--- src/rtl/scmi_sched_pkg.sv ---
// Shared types and width helpers for the SCMI doorbell scheduler.
package scmi_sched_pkg;

  typedef enum logic {
    IDLE  = 1'b0,
    SERVE = 1'b1
  } sched_state_e;

  localparam int unsigned NumChannelsDefault   = 4;
  localparam int unsigned TimeoutCyclesDefault = 1024;

  // Width of a channel index; never narrower than one bit.
  function automatic int unsigned idx_width(input int unsigned n);
    return (n > 1) ? $clog2(n) : 1;
  endfunction

  // Width of a counter that must be able to hold the value t.
  function automatic int unsigned cnt_width(input int unsigned t);
    return (t > 0) ? $clog2(t + 1) : 1;
  endfunction

  localparam int unsigned ChanIdxWDefault = idx_width(NumChannelsDefault);
  localparam int unsigned CntWDefault     = cnt_width(TimeoutCyclesDefault);

  typedef logic [ChanIdxWDefault-1:0] chan_idx_t;

endpackage

--- src/rtl/scmi_rr_picker.sv ---
// Combinational round-robin pick: first pending channel strictly after
// the last-grant pointer, wrapping modulo the channel count.
module scmi_rr_picker
  import scmi_sched_pkg::*;
#(
  parameter int unsigned NumChannels = NumChannelsDefault,
  parameter int unsigned ChanIdxW    = idx_width(NumChannels)
) (
  input  logic [NumChannels-1:0] pending,
  input  logic [ChanIdxW-1:0]    last,
  output logic                   valid,
  output logic [ChanIdxW-1:0]    idx
);

  logic [ChanIdxW-1:0] pos;

  // Scan from the farthest candidate to the nearest so the nearest hit wins.
  always_comb begin
    // NOTE: every output gets a default before the loop; otherwise an
    // iteration that never hits would leave it unassigned and infer a latch.
    valid = 1'b0;
    idx   = '0;
    pos   = '0;
    for (int k = NumChannels; k >= 1; k--) begin
      pos = ChanIdxW'((int'(last) + k) % NumChannels);
      if (pending[pos]) begin
        valid = 1'b1;
        idx   = pos;
      end
    end
  end

endmodule

--- src/rtl/scmi_doorbell_scheduler.sv ---
// Shares the single SCMI platform agent between several mailbox channels:
// round-robin grant of pending doorbells, one non-preemptive service at a
// time, completion or timeout reported back per channel.
module scmi_doorbell_scheduler
  import scmi_sched_pkg::*;
#(
  parameter int unsigned NumChannels   = NumChannelsDefault,
  parameter int unsigned TimeoutCycles = TimeoutCyclesDefault,
  parameter int unsigned ChanIdxW      = idx_width(NumChannels)
) (
  input  logic                   clk_i,
  input  logic                   rst_ni,
  input  logic [NumChannels-1:0] doorbell_i,
  output logic [NumChannels-1:0] doorbell_clr_o,
  output logic                   irq_ibex_o,
  output logic [ChanIdxW-1:0]    chan_id_o,
  input  logic                   ack_i,
  output logic [NumChannels-1:0] irq_agent_o,
  input  logic [NumChannels-1:0] agent_clr_i,
  output logic [NumChannels-1:0] timeout_o,
  output logic                   busy_o
);

  localparam int unsigned          CntW      = cnt_width(TimeoutCycles);
  localparam bit                   TimeoutEn = (TimeoutCycles != 0);
  localparam logic [CntW-1:0]      CntMax    = CntW'(TimeoutCycles);
  localparam logic [CntW-1:0]      CntLast   = CntW'(TimeoutEn ? TimeoutCycles - 1 : 0);
  localparam logic [NumChannels-1:0] OneHot0 = NumChannels'(1);
  localparam logic [ChanIdxW-1:0]  PtrInit   = ChanIdxW'(NumChannels - 1);

  sched_state_e          state_q, state_d;
  logic [ChanIdxW-1:0]   ptr_q;       // last grant; also the channel in service
  logic [CntW-1:0]       cnt_q;
  logic [NumChannels-1:0] clr_q;
  logic [NumChannels-1:0] agent_q;
  logic [NumChannels-1:0] tmo_q;

  logic                   pick_valid;
  logic [ChanIdxW-1:0]    pick_idx;
  logic [NumChannels-1:0] pending;
  logic                   grant;
  logic                   ack_fire;
  logic                   tmo_fire;
  logic [NumChannels-1:0] served_oh;

  // A channel with an unread result (completion or timeout) is held off.
  assign pending   = doorbell_i & ~agent_q & ~tmo_q;
  assign served_oh = OneHot0 << ptr_q;

  scmi_rr_picker #(
    .NumChannels (NumChannels),
    .ChanIdxW    (ChanIdxW)
  ) u_picker (
    .pending (pending),
    .last    (ptr_q),
    .valid   (pick_valid),
    .idx     (pick_idx)
  );

  // State register.
  always_ff @(posedge clk_i or negedge rst_ni) begin
    // NOTE: sequential state uses non-blocking assignments so every register
    // samples pre-edge values regardless of statement order.
    if (!rst_ni) state_q <= IDLE;
    else         state_q <= state_d;
  end

  // Next-state logic: grant from IDLE, leave SERVE on ack (priority) or timeout.
  always_comb begin
    state_d  = state_q;
    grant    = 1'b0;
    ack_fire = 1'b0;
    tmo_fire = 1'b0;
    unique case (state_q)
      IDLE: begin
        if (pick_valid) begin
          state_d = SERVE;
          grant   = 1'b1;
        end
      end
      SERVE: begin
        if (ack_i) begin
          ack_fire = 1'b1;
          state_d  = IDLE;
        end else if (TimeoutEn && (cnt_q == CntLast)) begin
          tmo_fire = 1'b1;
          state_d  = IDLE;
        end
      end
      default: state_d = IDLE;
    endcase
  end

  // Grant pointer, service counter and the one-cycle doorbell clear pulse.
  always_ff @(posedge clk_i or negedge rst_ni) begin
    if (!rst_ni) begin
      ptr_q <= PtrInit;
      cnt_q <= '0;
      clr_q <= '0;
    end else begin
      clr_q <= grant ? (OneHot0 << pick_idx) : '0;
      if (grant) begin
        ptr_q <= pick_idx;
        cnt_q <= '0;
      end else if (state_q == SERVE && cnt_q != CntMax) begin
        cnt_q <= cnt_q + CntW'(1);
      end
    end
  end

  // Per-channel result flags: a set in the same cycle as a clear wins.
  always_ff @(posedge clk_i or negedge rst_ni) begin
    if (!rst_ni) begin
      agent_q <= '0;
      tmo_q   <= '0;
    end else begin
      agent_q <= (ack_fire ? served_oh : '0) | (agent_q & ~agent_clr_i);
      tmo_q   <= (tmo_fire ? served_oh : '0) | (tmo_q & ~agent_clr_i);
    end
  end

  assign irq_ibex_o     = (state_q == SERVE);
  assign busy_o         = (state_q == SERVE);
  assign chan_id_o      = (state_q == SERVE) ? ptr_q : '0;
  assign doorbell_clr_o = clr_q;
  assign irq_agent_o    = agent_q;
  assign timeout_o      = tmo_q;

endmodule
--- config.mk ---
export PLATFORM = sky130hd
export DESIGN_NAME = scmi_doorbell_scheduler
export DESIGN_NICKNAME = d
export VERILOG_FILES = /design/src/rtl/scmi_sched_pkg.sv /design/src/rtl/scmi_rr_picker.sv /design/src/rtl/scmi_doorbell_scheduler.sv
export SDC_FILE = /design/constraint.sdc
export NUM_CORES = 1
export LEC_CHECK = 0
export CAP_MARGIN = 20
export CORE_ASPECT_RATIO = 1.75
export CORE_MARGIN = 2
export CORE_UTILIZATION = 45
export CTS_BUF_LIST = sky130_fd_sc_hd__clkbuf_2
export CTS_CLUSTER_DIAMETER = 50
export DETAILED_ROUTE_END_ITERATION = 10
export PLACE_DENSITY_LB_ADDON = 0.1
export REMOVE_ABC_BUFFERS = 1
export SKIP_LAST_GASP = 1
export SYNTH_ARGS = -nofsm -noshare
export SYNTH_HDL_FRONTEND = slang
export SYNTH_SLANG_ARGS = --single-unit
--- constraint.sdc ---
create_clock -name clk_i -period 2.4 [get_ports clk_i]
set_input_delay 0.6 -clock clk_i [delete_from_list [all_inputs] [get_ports clk_i]]
set_output_delay 0.6 -clock clk_i [all_outputs]
set_load 0.005 [all_outputs]
== Word-level counts from Yosys, hierarchy flattened ==
Cells that the tools add are included.

* Register bits: 26
* Output and inout port bits: 16
* Input port bits: 11

* Reductions and logical operators: 2
* Order comparisons: 4
* Muxes and demuxes: 32
* Eq/ne operators: 2
* Shifts and indexed selects: 2
* Bitwise gates (word level): 10
* Add/subtract/negate cells: 5

{| class="wikitable"
|+ Operator list
! cell !! number
|-
| $mux W11 || 2
|-
| $mux W1 || 17
|-
| $and A4 B4 Y4 || 4
|-
| $lt A2 B3 Y1 const B || 4
|-
| $mux W4 || 3
|-
| $not A4 Y4 || 3
|-
| $add A11 B1 Y11 const B || 1
|-
| $eq A11 B10 Y1 const B || 1
|-
| $ne A11 B11 Y1 const B || 1
|-
| $mux W2 || 5
|-
| $bmux W1 S2 || 4
|-
| $or A4 B4 Y4 || 2
|-
| $shl A1 B2 Y4 const A || 2
|-
| $add A2 B1 Y2 const B || 2
|-
| $add A2 B2 Y2 const B || 2
|-
| $pmux W1 S2 || 1
|-
| $reduce_bool A2 Y1 || 1
|-
| $logic_and A1 B1 Y1 || 1
|-
| $not A1 Y1 || 1
|}

== Logic depth before layout (Yosys ltp) ==
* Word-level depth: 12
* Mapped depth: 7
* Depth with buffers taken out: 6

== Cells and area by module ==
From an unflattened synthesis, not the netlist that was laid out.

* Cells, all modules: 145
* Area, all modules: 1,375.1 um^2

{| class="wikitable"
|+ Modules (own cells, without submodules)
! module !! times used !! cells each !! sequential area each (um^2) !! area an instance (um^2)
|-
| scmi_doorbell_scheduler || 1 || 131 || 653.1 || 1,283.7
|-
| scmi_rr_picker || 1 || 14 || 0.0 || 91.3
|}

== Worst setup path after synthesis ==
No wires, ideal clock.

* Kind: flip-flop to flip-flop
* Start point: register ptr_q[0]
* End point: register clr_q[3], in the netlist doorbell_clr_o[3]
* Data arrival time: 1.873 ns
* Stages on the path, launching flop included: 8
* Clock period less this slack: 2.006 ns
* Buffers on the path: 1
* Setup slack: 0.394 ns
* Cells stage by stage: dfstp_2 > clkbuf_1 > inv_1 > ha_1 > inv_1 > mux2i_1 > o2111a_1 > a21oi_1

* Word-level cells in the longest chain between the ends: 10
* Elaborated cells between the ends (all ways): 24

{| class="wikitable"
|+ RTL lines
! what !! RTL line !! RTL
|-
| from (decl) || scmi_doorbell_scheduler.sv:32 || <nowiki>logic [ChanIdxW-1:0] ptr_q;</nowiki>
|-
| from (signal assigned) || scmi_doorbell_scheduler.sv:97 || <nowiki>ptr_q <= PtrInit;</nowiki>
|-
| from (signal assigned) || scmi_doorbell_scheduler.sv:103 || <nowiki>ptr_q <= pick_idx;</nowiki>
|-
| $add A2 B1 Y2 || scmi_rr_picker.sv:25 || <nowiki>pos = ChanIdxW'((int'(last) + k) % NumChannels);</nowiki>
|-
| $bmux W1 S2 || scmi_rr_picker.sv:26 || <nowiki>if (pending[pos]) begin</nowiki>
|-
| $mux W1 (not written as such) || scmi_rr_picker.sv:26 ||
|-
| $mux W1 (4 in a row) || scmi_rr_picker.sv:26 ||
|-
| $mux W1 || scmi_doorbell_scheduler.sv:76 || <nowiki>if (pick_valid) begin</nowiki>
|-
| $mux W1 || scmi_doorbell_scheduler.sv:74 || <nowiki>unique case (state_q)</nowiki>
|-
| $mux W4 (*) || scmi_doorbell_scheduler.sv:101 || <nowiki>clr_q <= grant ? (OneHot0 << pick_idx) : '0;</nowiki>
|-
| to (signal assigned) || scmi_doorbell_scheduler.sv:101 ||
|-
| to (decl) || scmi_doorbell_scheduler.sv:34 || <nowiki>logic [NumChannels-1:0] clr_q;</nowiki>
|}

Mark *: on every way between the ends. The rest lies on a longest branch, timed or not. The select of a mux whose other input is x is not followed.
A chain may end at the register's enable or synchronous reset.

== Worst setup path after layout ==
* Start point: register ptr_q[0]
* End point: output chan_id_o[0]

* Word-level cells in the longest chain between the ends: 1

{| class="wikitable"
|+ RTL lines
! what !! RTL line !! RTL
|-
| $mux W2 || scmi_doorbell_scheduler.sv:124 || <nowiki>assign chan_id_o = (state_q == SERVE) ? ptr_q : '0;</nowiki>
|-
| to (decl) || scmi_doorbell_scheduler.sv:16 || <nowiki>output logic [ChanIdxW-1:0] chan_id_o,</nowiki>
|}

No other way between the ends.

==> impl_metrics.ini <==
[status]
status = completed

[critical_path]
worstPathArrival_ns = 1.66
slowest_delay_ns = 0.67
path_depth = 2
rr_worst_depth = 7
crit_slowest_cell = dfstp_2
cp_cell_sequence = and2_1 -> clkdlybuf4s50_1
worstPathMaxFanout = 8
path_delay_family = flip-flops
end_kind = output pin
path_buf_inv = 1
cp.required_ns = 1.80
worst-setup-path-type = reg -> out
critPathLaunchType = register

[worst_hold_path]
hold_class = reg -> reg
min_path_cells = 1

[final_layout]
drive_above_1_share_pct = 17.2
final_cells = 249
seqCellArea_um2 = 653
multi_input_area_um2 = 880
nNetsFinal = 222
diodes = 0
area_delta_synth_final_pct = 31.1
fillCellCount = 308

[sta]
fin_skew_ns = 0.00773
fin_crit_sh_pct = 94.0
fin_setup_tns_ns = 0
maxSlewHeadroom_pct = 62.2
fin_hold_ws_ns = 0.542
fin_ws_ns = 0.143
finalHoldViolations = 0
slew_viol_final = 0
tightestPinTransition_ns = 0.565
rsz0062_at_grt = false
finalCriticalPeriod_ns = 2.26
clock.fmax_mhz = 443
setup_viol = 0

[placement]
dp_hpwl_um = 3600
io_buffers = 26
pre_cts_ws_ns = -0.0292
globalplace.congestion = 0.848
place_inst = 245

[detailed_routing]
wl_per_cell_um = 18.2
wl_um = 4530
vias_per_cell = 5.98
detail_route.first_pass.iterations = 4
vias = 1488
drtIter0Drc = 37
drc_errors = 0
drtAntennaViolNets = 0

[die]
fp.dieH_um = 83.0
coreArea_um2 = 3400
ios = 27
die_width_um = 49.2
die_area_um2 = 4080
start_util_pct = 47.2
fp-row-count = 28

[clock_network]
cts_tree = done
cts_inserted_buffers = 3
cts_sinks = 26
cts_htree_levels = 1
root_buffer = clkbuf_2
clk_pin_slew_worst_paths_ns = 0.27
cts_resized = 0
insertion_delay_ns = 0.36
clock_path_buffers = 2
postCtsHoldBufs = 0
postCtsSetupRepairBufs = 1

[grt]
grt_pass1_wl_um = 7450
grt_pass1_vias = 1539
grt.total_usage_pct = 23.5
grt_overflow = 0
antenna_found_initial = 0
grt_max_degree = 27

[logic_synthesis]
syn_inst = 159
ys_warn_count = 0
synth_edf_count = 0
synth.distinct_cells = 54
synth_seq_area_share_pct = 40.7
ys_seq_elements = 26
synth-async-reset-ratio_pct = 100
netlist_area_um2 = 1610
synth_ff_type = dfrtp_1
syn_avg_cell_area_um2 = 10.1

[pwr]
peakVddDrop_mv = 0.613
p_leak_nw = 0.920
p_per_area_nw_per_um2 = 1070

[job]
maxCapViolations = 0
[cell families after synthesis]
logic type               synth area share, %
adder cells (fa/ha/maj)                 4.68
buffers and inverters                   4.52
AND/OR/NAND/NOR                         22.8
XOR/XNOR                                3.27
AO/OA/AOI/OAI                           22.8
flip-flops                              40.7
multiplexers                            1.25
[cells in the final DEF, fill, tap and decap left out, drive strengths merged, types with 2 or more instances in the layout]
cell type and n:
a22o 4, buf 23, or3 3, nor3 2, o211ai 3, nand3 7
a21oi 6, nand2 8, or4b 2, clkdlybuf4s50 26, or3b 4, and4 2
nor3b 3, nor4bb 5, ha 6, o21ai 5, and2 2, o2111ai 3
xor2 5, clkbuf 3, nor4b 4, dfstp 2, mux2i 2, a32o 4
dfrtp 24, nand4 3, o41ai 2, nor2 8, inv 10, a211o 2
o311ai 2
[sequential cells by signal, indices dropped and copies added, names as in the netlist]
| name | cells |
|---|---|
| busy_o | 1 |
| timeout_o | 4 |
| ptr_q | 2 |
| doorbell_clr_o | 4 |
| irq_agent_o | 4 |
| cnt_q | 11 |
[metal layers]
metal	GRT usage, %	part of all wire (%)	up-vias	routed length [um]
met5	0	0	-	0
met1	23.6	35	733	1590
met3	1.80	2.1	12	95
li1	-	-	714	-
met4	11.2	3.3	0	150
met2	46.1	60	29	2700
[stage by stage]
stage | power [mW] | instance area, um^2 | util [%]
4_1_cts | 2.28 | 2110 | 62.2
5_1_grt | 2.41 | 2100 | 61.9
2_1_floorplan | 1.37 | 1570 | -
3_3_place_gp | 1.96 | 2060 | 60.6
3_5_place_dp | 1.98 | 2060 | 60.6
6_report | 2.26 | 2100 | 61.9
[final timing paths]
kind                                start           endpoint  slack (ns)
worst min register to register  cnt_q[10]          cnt_q[10]        0.54
worst min-delay path            cnt_q[10]          cnt_q[10]        0.54
worst max-delay path             ptr_q[0]       chan_id_o[0]        0.14
worst max register to register   ptr_q[0]  doorbell_clr_o[1]        0.20
max in group asynchronous          rst_ni           ptr_q[1]        1.52
min in group asynchronous          rst_ni       timeout_o[3]        0.57
[cell usage after synthesis, types with 5 or more instances]
cell	instances	area, um^2
nand3_1	7	35.0
a21oi_1	6	30.0
nor4bb_1	5	50.1
xor2_1	5	43.8
nand2_1	8	30.0
inv_1	10	37.5
o21ai_0	5	25.0
ha_1	6	75.1
dfrtp_1	24	601
nor2_1	8	30.0
clkbuf_1	5	18.8
[report_power, final]
part	switching, mW	internal (mW)	total [mW]
clock	0.140	0.143	0.283
sequential	0.133	0.562	0.695
combinational	0.637	0.645	1.28
total	0.909	1.35	2.26
[layout make-up]
cell class              count  share of cell area [%]
multi-input cells         115                    41.8
flip-flops and latches     26                    31.0
repair buffers             49                    20.6
well taps                  45                    2.68
inverters                  10                    1.78
clock inverters             1                    1.43
clock buffers               3                   0.713
Power figures use the tool's default switching activity.
